**src/rtl/reg_grp_decoder_if.sv**
```systemverilog
// +--------------------------------------------------------------------------+
// | reg_grp_decoder_if : upstream register request/ack bus                   |
// | Rev 1.0                                                                  |
// +--------------------------------------------------------------------------+
`default_nettype none

interface reg_grp_decoder_if #(
  parameter int ADDR_WIDTH = 7
);
  logic                  reg_req;
  logic                  reg_rd_wr_L;
  logic [ADDR_WIDTH-1:0] reg_addr;
  logic [31:0]           reg_wr_data;
  logic                  reg_ack;
  logic [31:0]           reg_rd_data;

  modport master (
    output reg_req, reg_rd_wr_L, reg_addr, reg_wr_data,
    input  reg_ack, reg_rd_data
  );

  modport slave (
    input  reg_req, reg_rd_wr_L, reg_addr, reg_wr_data,
    output reg_ack, reg_rd_data
  );
endinterface

`default_nettype wire

```
**src/rtl/reg_grp_decoder.sv**
```systemverilog
// +--------------------------------------------------------------------------+
// | reg_grp_decoder : fans one register bus out to 2**NUM_SLAVES_LOG2 blocks |
// | Rev 1.0                                                                  |
// +--------------------------------------------------------------------------+
`default_nettype none

module reg_grp_decoder #(
  parameter int SUB_ADDR_WIDTH  = 5,
  parameter int NUM_SLAVES_LOG2 = 2,
  parameter int TIMEOUT         = 16,
  localparam int NUM_SLAVES     = 2 ** NUM_SLAVES_LOG2
) (
  input  logic                        clk,
  input  logic                        reset,
  reg_grp_decoder_if.slave            bus,
  output logic [NUM_SLAVES-1:0]       local_reg_req_o,
  output logic                        local_reg_rd_wr_L_o,
  output logic [SUB_ADDR_WIDTH-1:0]   local_reg_addr_o,
  output logic [31:0]                 local_reg_wr_data_o,
  input  logic [NUM_SLAVES-1:0]       local_reg_ack_i,
  input  logic [32*NUM_SLAVES-1:0]    local_reg_rd_data_i,
  output logic [7:0]                  timeout_cnt_o
);

  localparam int          ADDR_W        = NUM_SLAVES_LOG2 + SUB_ADDR_WIDTH;
  localparam logic [31:0] c_TIMEOUT_DATA = 32'hDEAD_DEAD;
  localparam logic [7:0]  c_WAIT_LAST    = 8'(TIMEOUT - 1);

  typedef enum logic [1:0] {
    IDLE = 2'd0,
    WAIT = 2'd1,
    DONE = 2'd2
  } state_t;

  state_t                      state_q, state_d;
  logic                        req_prev_q, req_prev_d;
  logic                        armed_q, armed_d;
  logic [NUM_SLAVES_LOG2-1:0]  sel_q, sel_d;
  logic [SUB_ADDR_WIDTH-1:0]   sub_addr_q, sub_addr_d;
  logic                        rd_wr_L_q, rd_wr_L_d;
  logic [31:0]                 wr_data_q, wr_data_d;
  logic [7:0]                  wait_cnt_q, wait_cnt_d;
  logic [31:0]                 rd_data_q, rd_data_d;
  logic                        ack_q, ack_d;
  logic [7:0]                  timeout_cnt_q, timeout_cnt_d;

  logic [31:0] w_slice [NUM_SLAVES];
  logic        w_start;
  logic        w_ack;

  for (genvar gi = 0; gi < NUM_SLAVES; gi++) begin : g_slice
    assign w_slice[gi] = local_reg_rd_data_i[32*gi +: 32];
  end

  // armed_q blocks a start until reg_req has been seen low after reset.
  assign w_start = bus.reg_req & ~req_prev_q & armed_q;
  assign w_ack   = local_reg_ack_i[sel_q];

  always_comb begin
    state_d         = state_q;
    req_prev_d      = bus.reg_req;
    armed_d         = armed_q | ~bus.reg_req;
    sel_d           = sel_q;
    sub_addr_d      = sub_addr_q;
    rd_wr_L_d       = rd_wr_L_q;
    wr_data_d       = wr_data_q;
    wait_cnt_d      = wait_cnt_q;
    rd_data_d       = rd_data_q;
    ack_d           = 1'b0;
    timeout_cnt_d   = timeout_cnt_q;
    local_reg_req_o = '0;

    case (state_q)
      IDLE: begin
        if (w_start) begin
          state_d    = WAIT;
          sel_d      = bus.reg_addr[ADDR_W-1 -: NUM_SLAVES_LOG2];
          sub_addr_d = bus.reg_addr[SUB_ADDR_WIDTH-1:0];
          rd_wr_L_d  = bus.reg_rd_wr_L;
          wr_data_d  = bus.reg_wr_data;
          wait_cnt_d = '0;
        end
      end
      WAIT: begin
        local_reg_req_o[sel_q] = 1'b1;
        if (w_ack) begin
          rd_data_d = w_slice[sel_q];
          ack_d     = bus.reg_req;
          state_d   = DONE;
        end else if (wait_cnt_q == c_WAIT_LAST) begin
          rd_data_d = c_TIMEOUT_DATA;
          ack_d     = bus.reg_req;
          state_d   = DONE;
          if (timeout_cnt_q != 8'hFF) timeout_cnt_d = timeout_cnt_q + 8'd1;
        end else begin
          wait_cnt_d = wait_cnt_q + 8'd1;
        end
      end
      DONE: begin
        if (!bus.reg_req) state_d = IDLE;
      end
      default: state_d = IDLE;
    endcase
  end

  always_ff @(posedge clk) begin
    if (reset) begin
      state_q       <= IDLE;
      req_prev_q    <= 1'b0;
      armed_q       <= ~bus.reg_req;
      sel_q         <= '0;
      sub_addr_q    <= '0;
      rd_wr_L_q     <= 1'b0;
      wr_data_q     <= '0;
      wait_cnt_q    <= '0;
      rd_data_q     <= '0;
      ack_q         <= 1'b0;
      timeout_cnt_q <= '0;
    end else begin
      state_q       <= state_d;
      req_prev_q    <= req_prev_d;
      armed_q       <= armed_d;
      sel_q         <= sel_d;
      sub_addr_q    <= sub_addr_d;
      rd_wr_L_q     <= rd_wr_L_d;
      wr_data_q     <= wr_data_d;
      wait_cnt_q    <= wait_cnt_d;
      rd_data_q     <= rd_data_d;
      ack_q         <= ack_d;
      timeout_cnt_q <= timeout_cnt_d;
    end
  end

  assign bus.reg_ack          = ack_q;
  assign bus.reg_rd_data      = rd_data_q;
  assign local_reg_rd_wr_L_o  = rd_wr_L_q;
  assign local_reg_addr_o     = sub_addr_q;
  assign local_reg_wr_data_o  = wr_data_q;
  assign timeout_cnt_o        = timeout_cnt_q;

endmodule

`default_nettype wire
```
**src/flat_wrapper.sv**
```systemverilog
// flat-port wrapper written by rule: the top's interface ports become plain ports
module reg_grp_decoder_flat 
#(
  parameter int SUB_ADDR_WIDTH  = 5,
  parameter int NUM_SLAVES_LOG2 = 2,
  parameter int TIMEOUT         = 16,
  localparam int NUM_SLAVES     = 2 ** NUM_SLAVES_LOG2
)
  (clk, reset, local_reg_req_o, local_reg_rd_wr_L_o, local_reg_addr_o, local_reg_wr_data_o, local_reg_ack_i, local_reg_rd_data_i, timeout_cnt_o, bus_reg_req, bus_reg_rd_wr_L, bus_reg_addr, bus_reg_wr_data, bus_reg_ack, bus_reg_rd_data);
  reg_grp_decoder_if bus_i ();
  input  logic clk;
  input  logic reset;
  output logic [NUM_SLAVES-1:0] local_reg_req_o;
  output logic local_reg_rd_wr_L_o;
  output logic [SUB_ADDR_WIDTH-1:0] local_reg_addr_o;
  output logic [31:0] local_reg_wr_data_o;
  input  logic [NUM_SLAVES-1:0] local_reg_ack_i;
  input  logic [32*NUM_SLAVES-1:0] local_reg_rd_data_i;
  output logic [7:0] timeout_cnt_o;
  input wire logic [$bits(bus_i.reg_req)-1:0] bus_reg_req;
  input wire logic [$bits(bus_i.reg_rd_wr_L)-1:0] bus_reg_rd_wr_L;
  input wire logic [$bits(bus_i.reg_addr)-1:0] bus_reg_addr;
  input wire logic [$bits(bus_i.reg_wr_data)-1:0] bus_reg_wr_data;
  output wire logic [$bits(bus_i.reg_ack)-1:0] bus_reg_ack;
  output wire logic [$bits(bus_i.reg_rd_data)-1:0] bus_reg_rd_data;
  assign bus_i.reg_req = bus_reg_req;
  assign bus_i.reg_rd_wr_L = bus_reg_rd_wr_L;
  assign bus_i.reg_addr = bus_reg_addr;
  assign bus_i.reg_wr_data = bus_reg_wr_data;
  assign bus_reg_ack = bus_i.reg_ack;
  assign bus_reg_rd_data = bus_i.reg_rd_data;
  reg_grp_decoder #(.SUB_ADDR_WIDTH(SUB_ADDR_WIDTH), .NUM_SLAVES_LOG2(NUM_SLAVES_LOG2), .TIMEOUT(TIMEOUT)) u_core (.clk(clk), .reset(reset), .bus(bus_i), .local_reg_req_o(local_reg_req_o), .local_reg_rd_wr_L_o(local_reg_rd_wr_L_o), .local_reg_addr_o(local_reg_addr_o), .local_reg_wr_data_o(local_reg_wr_data_o), .local_reg_ack_i(local_reg_ack_i), .local_reg_rd_data_i(local_reg_rd_data_i), .timeout_cnt_o(timeout_cnt_o));
endmodule
```
**config.mk**
```make
export PLATFORM = sky130hd
export DESIGN_NAME = reg_grp_decoder_flat
export DESIGN_NICKNAME = d
export VERILOG_FILES = /design/src/rtl/reg_grp_decoder_if.sv /design/src/rtl/reg_grp_decoder.sv /design/src/flat_wrapper.sv
export SDC_FILE = /design/constraint.sdc
export NUM_CORES = 1
export LEC_CHECK = 0
export BUFFER_PORTS_ARGS = -buffer_cell sky130_fd_sc_hd__buf_2
export CAP_MARGIN = 20
export CORE_MARGIN = 4
export CORE_UTILIZATION = 39
export DETAILED_ROUTE_END_ITERATION = 8
export PLACE_DENSITY = 0.76
export SLEW_MARGIN = 25
export SYNTH_ARGS = -nofsm -noshare
export SYNTH_HDL_FRONTEND = slang
export SYNTH_SLANG_ARGS = --single-unit
```
**constraint.sdc**
```tcl
create_clock -name clk -period 1.9 [get_ports clk]
set_input_delay 0.38 -clock clk [delete_from_list [all_inputs] [get_ports clk]]
set_output_delay 0.38 -clock clk [all_outputs]
set_load 0.01 [all_outputs]
```
# Yosys cells after proc, flatten, opt, wreduce, memory -nomap -nowiden
# Index checks and enable logic that the tools add are counted.
# totals
regBits,93
in_bits,175
output_inout_bits,83
elab_cells,65
# op_classes
add_sub_neg,2
n_lt_le_gt_ge,3
n_eq_ne,9
mux,22
n_bitwise,8
n_reduce_logical,10
# ops
operator,count
32-bit two-way mux,4
32-bit binary-select mux with 2-bit select,1
8-bit two-way mux,3
8-bit by 1-bit adder with 8-bit output (second input constant),2
8-bit case mux with 2 select lines,1
8-bit by 4-bit equality test with 1-bit output (second input constant),1
2-bit two-way mux,4
8-bit inequality test (second input constant),1
4-bit AND reduction,2
2-bit inequality test (second input constant),3
2-bit case mux with 3 select lines,1
1-bit two-way mux,5
4-bit two-way mux,1
1-bit NOT,4
2-bit AND reduction,2
2-bit nonzero test,2
3-bit >= comparator (second input constant),1
2-bit by 3-bit < comparator with 1-bit output (second input constant),1
3-bit by 1-bit inequality test with 1-bit output (second input constant),1
2-bit NOT with 3-bit output,1
3-bit AND reduction,1
1-bit bitwise AND,2
1-bit binary-select mux with 2-bit select,1
1-bit demux with 2-bit select,1
other kinds (8),8

# Logic depth before layout (Yosys ltp)
# Gate-level depths: netlist of the first run.
# logic_depth
depth_word,5
mapped_depth,8
depth_no_buf,5

# Worst setup path after synthesis of the first run
# Ideal clock, no wire load.
# synth_timing
kind,register -> register
startpoint,register u_core.wait_cnt_q[0]
endpoint,"register u_core.rd_data_q[14], in the netlist u_core.bus.reg_rd_data[14]"
t_arrival_ps,1740
required_time_ps,1781
path_slack_ps,41
path_stages_with_launch,9
path_buffers,3
synth_period_minus_slack_ps,1859
path_cell_list,dfxtp_1 > ha_1 > and3_1 > clkbuf_1 > and2_1 > clkbuf_1 > o21a_2 > buf_4 > o221a_2
# synth_between
elab_chain_len,3
# synth_lines
element,line_no,source
"start, declared",reg_grp_decoder.sv:42,"logic [7:0] wait_cnt_q, wait_cnt_d;"
"start signal, assigned",reg_grp_decoder.sv:127,wait_cnt_q <= wait_cnt_d;
8-bit by 4-bit equality test with 1-bit output,reg_grp_decoder.sv:90,end else if (wait_cnt_q == c_WAIT_LAST) begin
2-bit nonzero test (no line),--,
2-bit AND reduction (no line),--,
"end signal, assigned",reg_grp_decoder.sv:128,rd_data_q <= rd_data_d;
"end, declared",reg_grp_decoder.sv:43,"logic [31:0] rd_data_q, rd_data_d;"
# No other way between the ends.
# A chain may end at the register's enable or synchronous reset.

# Final worst setup path of the first run
# layout_timing
startpoint,register u_core.sel_q[0]
endpoint,"register u_core.rd_data_q[11], in the netlist u_core.bus.reg_rd_data[11]"
# layout_between
elab_chain_len,5
# layout_lines
element,line_no,source
"start, declared",reg_grp_decoder.sv:38,"logic [NUM_SLAVES_LOG2-1:0] sel_q, sel_d;"
"start signal, assigned",reg_grp_decoder.sv:123,sel_q <= sel_d;
2-bit NOT with 3-bit output (not written as such),reg_grp_decoder.sv:87,rd_data_d = w_slice[sel_q];
32-bit binary-select mux with 2-bit select,reg_grp_decoder.sv:87,
32-bit two-way mux (not written as such) (2 in a row),reg_grp_decoder.sv:87,
32-bit two-way mux,reg_grp_decoder.sv:86,if (w_ack) begin
# Several ways; a longest one is shown, not always the timed one. The select of a mux whose other input is x is not followed.

==> impl_metrics.py, run 1 <==
metrics = {
    "power": {
        "combinationalPowerShare_pct": 19.3,
        "power_w": 0.00415,
        "p_sw_share_pct": 28.5,
        "clockPowerShare_pct": 30.3,
        "share_seq_of_total_power_pct": 50.3,
        "switchingPower_w": 0.00118,
        "leakagePower_nw": 2.70,
        "p_per_area_nw_per_um2": 684,
        "vdd_drop_max_uv": 545,
        "p_int_w": 0.00297,
    },
    "cells_and_area": {
        "diodes": 0,
        "final_cell_mix": "buf_2 (257), nand2_1 (96), dfxtp_1 (88), a21oi_1 (52), mux4_2 (32)",
        "utilization_pct": 56.0,
        "final_layout_size_suffix_gt1_share_pct": 52.6,
        "nNetsFinal": 862,
        "area_growth_pct": 40.1,
        "layout_commonest_cell": "buf_2",
    },
    "global_routing": {
        "first_global_vias": 4462,
        "grt-ovfl-total": 0,
        "antenna_found_initial": 0,
        "grt_usage_pct": 21.0,
        "grt_pass1_wl_mm": 22.0,
        "grt_max_degree": 65,
    },
    "synthesis": {
        "yosysTopAreaCellShare_pct": 43.0,
        "syn_inst": 438,
        "async_flop_share_pct": 0,
        "synth_cell_type_count": 48,
        "synth.net_count": 615,
        "synth.ff_latch_count": 93,
        "synth_enable_flop_cells": 0,
        "netlist_top_cells_area": "dfxtp_1 (43%), mux4_2 (17%), nand2_1 (8.3%)",
        "ys_seq_area_share_pct": 43.0,
        "syn_avg_cell_area_um2": 9.89,
        "synth_area_um2": 4330,
        "ys.flop_type": "dfxtp_1",
        "synth_top_area_cell": "dfxtp_1",
        "yosysWarnings": 0,
    },
    "outcome": {
        "outcome": "finished clean",
    },
    "timing": {
        "max_freq_mhz": 550,
        "clock_skew_ns": 0.0176,
        "setup_violations": 0,
        "final_max_slew_viol_count": 0,
        "period_share_pct": 95.8,
        "rsz0062_at_grt": "false",
        "maxSlewHeadroom_pct": 75.1,
        "setup_slack_ns": 0.0803,
        "hold_viol": 0,
        "period_needed_ns": 1.82,
        "tightestPinTransition_ns": 0.373,
    },
    "clock_network": {
        "htreeDepth": 3,
        "cts_made_buffers": 9,
        "clockRootBuffer": "clkbuf_8",
        "cts_tree": "done",
        "postCtsHoldBufs": 0,
        "clk_pin_slew_worst_paths_ns": 0.11,
        "clk_latency_ns": 0.36,
        "clk_path_buf_depth": 2,
        "cts.sinks": 93,
    },
    "routing": {
        "drc": 0,
        "final_antenna_net_count": 0,
        "wl_per_cell_um": 16.9,
        "drt-total-wl_mm": 14.0,
        "drtIter0Drc": 338,
        "firstDrtPassIters": 4,
        "vias_per_cell": 5.35,
        "num_vias": 4440,
    },
    "worst_setup_path": {
        "setup.worst_path.class": "flip-flop to flip-flop",
        "worstPathRequired_ns": 2.14,
        "cp_top_family": "multiplexers",
        "path_cells": "mux2_2 -> mux2_2 -> o21a_4 -> o221a_2",
        "crit_slowest_cell": "mux2_2",
        "worst_setup_path_start_kind": "flip-flop",
        "crit_top_cell": "mux2_2",
        "crit_path_max_incr_delay_ns": 0.38,
        "critPathArrivalTime_ns": 2.06,
        "critical_path.max_fanout": 33,
        "endpoint_kind": "flip-flop",
        "path_buf_inv": 0,
    },
    "floorplanning": {
        "ios": 258,
        "rows": 38,
        "die_area_um2": 12900,
        "start_util_pct": 39.9,
        "coreArea_um2": 10800,
        "dieWidth_um": 113,
        "die_y_um": 113,
    },
    "placement": {
        "gp_congestion": 0.919,
        "dp_slack_ns": -0.0951,
        "hpwl_mm": 10.9,
        "io_buffers": 257,
    },
    "min_path": {
        "worstHoldPathType": "input pin to flip-flop",
    },
    "flow_run": {
        "maxCapViolCount": 0,
    },
}
## synthesized netlist by cell type, types with 2 or more instances
| cell | instances |
|---|---|
| nor2_1 | 3 |
| dfxtp_1 | 93 |
| or4_1 | 6 |
| and3_1 | 5 |
| nand3_1 | 8 |
| o32ai_1 | 10 |
| buf_2 | 6 |
| and2_1 | 4 |
| inv_1 | 13 |
| nor2b_1 | 2 |
| clkbuf_1 | 30 |
| mux2_2 | 4 |
| o31ai_1 | 6 |
| nand2_1 | 96 |
| nor4_1 | 2 |
| or3_1 | 3 |
| a21oi_1 | 52 |
| o221a_2 | 22 |
| mux4_2 | 32 |
| ha_1 | 2 |
| o21ai_0 | 5 |
| a311oi_1 | 2 |
| nand4_1 | 5 |
| o211ai_1 | 2 |
| buf_4 | 2 |
## logic make-up after synthesis
| logic type | after synthesis | synth area share (%) |
|---|---|---|
| and+or+nand+nor | 143 | 15.1 |
| AOI/OAI and AO/OA | 109 | 18.2 |
| DFF | 93 | 43.0 |
| buffers and inverters | 54 | 5.20 |
| muxes | 37 | 17.9 |
| adders and majority gates | 2 | 0.578 |
## final timing paths
kind | end | depth (start not counted) | startpoint | slack, ns
max | u_core.bus.reg_rd_data[11]$_SDFFE_PP0P_ | 4 | u_core.sel_q[0]$_SDFFE_PP0P_ | 0.08
min | u_core.armed_q$_DFF_P_ | 2 | bus_reg_req | 0.24
max reg2reg | u_core.bus.reg_rd_data[11]$_SDFFE_PP0P_ | 4 | u_core.sel_q[0]$_SDFFE_PP0P_ | 0.08
min reg2reg | u_core.local_reg_wr_data_o[6]$_SDFFE_PP0P_ | 2 | u_core.local_reg_wr_data_o[6]$_SDFFE_PP0P_ | 0.45
## repair_timing
item / in CTS / in global routing
gates cloned: 0 / 1
endpoints found under the setup margin: 27 / 11
resized for setup: 4 / 8
pin swaps: 0 / 0
buffers inserted: 0 / 0
## layout make-up
| type | instances | area, um2 |
|---|---|---|
| fill | 941 | 4770 |
| multi-input combinational | 291 | 2270 |
| sequential | 93 | 1870 |
| timing repair buffer | 276 | 1510 |
| tap | 140 | 175 |
| clock buffer | 9 | 124 |
| clock inverter | 7 | 63.8 |
| inverter | 14 | 52.6 |
## power by group through the flow
stage                     registers (W)  clock network, W  logic [W]
after global placement          0.00213                 0   0.000765
after CTS                       0.00209           0.00131   0.000799
after floorplan                 0.00217                 0   0.000386
final                           0.00209           0.00126   0.000801
after global routing            0.00210           0.00139   0.000877
after detailed placement        0.00213                 0   0.000793
## per-stage QoR
step | instances | hold WS (ns) | TNS (ns) | area (um2)
3_3_place_gp | 813 | 0.438 | -0.835 | 5810
6_report | 830 | 0.243 | 0 | 6070
4_1_cts | 829 | 0.219 | 0 | 6020
3_5_place_dp | 813 | 0.444 | -1.81 | 5810
5_1_grt | 830 | 0.226 | 0 | 6070
2_1_floorplan | 438 | 0.454 | 0 | 4330
## sequential cells by signal (all words and copies together), names as in the netlist
name / count
u_core.sel_q: 2
u_core.req_prev_q: 1
u_core.local_reg_wr_data_o: 32
u_core.armed_q: 1
u_core.local_reg_addr_o: 5
u_core.wait_cnt_q: 8
u_core.bus.reg_rd_data: 32
u_core.local_reg_rd_wr_L_o: 1
u_core.timeout_cnt_o: 8
u_core.state_q: 2
u_core.bus.reg_ack: 1
## routing by layer
layer  routed length [um]  global-route usage [%]  part of all wire (%)  vias up
li1                     -                       -                     -     2114
met1                 5500                    25.9                    39     2132
met2                 7290                    37.3                    52      167
met3                  977                    4.19                   7.0       27
met4                  264                    5.69                   1.9        0
met5                    0                       0                     0        -
Power figures use the tool's default switching activity.
==> run 2: changes to the inputs <==
- ABC_AREA: not set -> 1
- PLACE_DENSITY: 0.76 -> 0.75
==> run 2 against run 1 <==
Total power grew 19%. Critical endpoint is now local_reg_req_o[2]. Area after synthesis increased by 5.0%. Count of clock-buffer cells in the layout rose by 2. Combinational power increased by 25%. Critical path depth down 1. Global-route usage fell by 0.28 points.
==> impl_metrics.py, run 2 <==
metrics = {
    "worst_setup_path": {
        "critical_path.max_fanout": 9,
        "worst_setup_path_start_kind": "flip-flop",
        "critPathArrivalTime_ns": 1.36,
        "setup.worst_path.class": "flip-flop to primary output",
        "endpoint_kind": "primary output",
        "worstPathRequired_ns": 1.52,
    },
    "cells_and_area": {
        "utilization_pct": 54.5,
        "nNetsFinal": 1090,
        "final_cell_mix": "buf_2 (257), nand2_1 (165), nor2_1 (146), dfxtp_1 (92), o21ai_0 (64)",
        "stdcell_count": 1061,
        "diodes": 0,
        "layout_commonest_cell": "buf_2",
        "final_layout_size_suffix_gt1_share_pct": 34.5,
        "area_growth_pct": 36.7,
        "fill_cells": 1196,
    },
    "synthesis": {
        "synthTopCellsByCount": "nand2_1 (166), nor2_1 (146), dfxtp_1 (93), o21ai_0 (64), nand3_1 (34)",
        "syn_inst": 669,
        "ys_seq_area_share_pct": 40.9,
        "synth_area_um2": 4550,
        "async_flop_share_pct": 0,
        "synth_top_area_cell": "dfxtp_1",
        "ys.flop_type": "dfxtp_1",
        "synth.net_count": 846,
        "yosysMostFrequentCell": "nand2_1",
        "netlist_top_cells_area": "dfxtp_1 (41%), nand2_1 (14%), nor2_1 (12%)",
        "yosysWarnings": 0,
        "synth_cell_type_count": 34,
        "synth.ff_latch_count": 93,
        "yosysTopAreaCellShare_pct": 40.9,
        "synth_enable_flop_cells": 0,
        "syn_avg_cell_area_um2": 6.80,
    },
    "clock_network": {
        "postCtsHoldBufs": 0,
        "clk_pin_slew_worst_paths_ns": 0.07,
        "cts_tree": "done",
        "cts.sinks": 93,
        "clk_latency_ns": 0.33,
        "clk_path_buf_depth": 2,
        "htreeDepth": 3,
        "cts_made_buffers": 9,
        "clockRootBuffer": "clkbuf_16",
    },
    "power": {
        "leakagePower_nw": 3.05,
        "p_per_area_nw_per_um2": 797,
        "vdd_drop_max_uv": 504,
        "power_w": 0.00496,
    },
    "global_routing": {
        "antenna_found_initial": 0,
        "first_global_vias": 4583,
        "grt_usage_pct": 20.7,
        "grt_max_degree": 44,
        "grt_pass1_wl_mm": 22.3,
        "grt-ovfl-total": 0,
    },
    "timing": {
        "setup_violations": 0,
        "max_freq_mhz": 573,
        "period_share_pct": 91.8,
        "maxSlewHeadroom_pct": 72.7,
        "finalSetupTns_ns": 0,
        "tightestPinTransition_ns": 0.409,
        "clock_skew_ns": 0.00729,
        "setup_slack_ns": 0.156,
        "rsz0062_at_grt": "false",
        "final_max_slew_viol_count": 0,
        "hold_viol": 0,
        "period_needed_ns": 1.74,
    },
    "routing": {
        "wl_per_cell_um": 14.0,
        "firstDrtPassIters": 5,
        "drc": 0,
        "final_antenna_net_count": 0,
        "drtIter0Drc": 323,
        "drt-total-wl_mm": 14.8,
        "num_vias": 5195,
        "vias_per_cell": 4.90,
    },
    "placement": {
        "gp_congestion": 0.849,
        "hpwl_mm": 11.4,
        "dp_slack_ns": 0.138,
        "dp.cells": 1045,
        "io_buffers": 257,
    },
    "floorplanning": {
        "die_y_um": 116,
        "die_area_um2": 13500,
        "ios": 258,
        "start_util_pct": 39.8,
        "rows": 39,
        "coreArea_um2": 11400,
        "dieWidth_um": 116,
    },
    "min_path": {
        "worstHoldPathType": "input pin to flip-flop",
    },
    "flow_run": {
        "maxCapViolCount": 0,
    },
    "outcome": {
        "outcome": "finished clean",
    },
}
run 2: cell count changes in the layout (fill, tap and decap cells not counted), moves of 10 or more:
| cell | change |
|---|---|
| nor2_1 | +143 |
| nand2_1 | +69 |
| mux4_2 | -32 |
| a21oi_1 | -33 |
| nand4_1 | +25 |
| a22oi_1 | +12 |
| o32ai_1 | -10 |
| o221a_2 | -22 |
| nand3_1 | +27 |
| o21ai_0 | +60 |
run 2: kinds of logic after synthesis:
family	share of synthesized area, %
fa+ha+maj	0.550
buf+inv	7.04
simple gates	38.2
flops	40.9
xor+xnor	0.578
compound gates	12.7
run 2: where the power goes:
group	switching (W)	internal (W)	total, W
clock	0.000739	0.00106	0.00180
combinational	0.000577	0.000428	0.00100
sequential	0.0000758	0.00208	0.00215
run 2: worst max-delay path, stage by stage, from the launching register on:
cell	delay (ns)
dfxtp_1	0.54
inv_2	0.12
nor3_1	0.20
buf_2	0.17
run 2: final cells by class:
cell class | instances | area (um2) | share of cell area (%)
clock inverters | 5 | 58.8 | 0.946
clock buffers | 11 | 243 | 3.90
multi-input cells | 511 | 2370 | 38.1
repair buffers | 274 | 1410 | 22.7
flip-flops and latches | 93 | 1860 | 30.0
well taps | 143 | 179 | 2.88
inverters | 24 | 92.6 | 1.49
run 2: timing repair:
item,4_1_cts,5_1_grt
endpoints found under the setup margin,0,4
resized for setup,0,2
buffers inserted,0,0
run 2: layer usage:
| layer | global-route usage (%) | wire length [um] |
|---|---|---|
| met2 | 34.6 | 7270 |
| met5 | 0 | 0 |
| met4 | 5.88 | 324 |
| met3 | 4.96 | 916 |
| met1 | 26.6 | 6320 |
run 2: path summary, 6_finish.rpt:
check                                     from                                       to  slack (ns)  cells after the start
min                                bus_reg_req                   u_core.armed_q$_DFF_P_        0.22                      2
min reg2reg             u_core.armed_q$_DFF_P_                   u_core.armed_q$_DFF_P_        0.45                      2
max reg2reg  u_core.wait_cnt_q[0]$_SDFFE_PP0P_  u_core.bus.reg_rd_data[15]$_SDFFE_PP0P_        0.23                      7
max               u_core.sel_q[1]$_SDFFE_PP0P_                       local_reg_req_o[2]        0.16                      3
run 2: metrics by stage:
step                      cell area (um2)  hold WS, ns
final                                6220        0.223
after global routing                 6220        0.229
after CTS                            6210        0.219
after detailed placement             5910        0.436
after global placement               5910        0.437
after floorplan                      4550        0.420
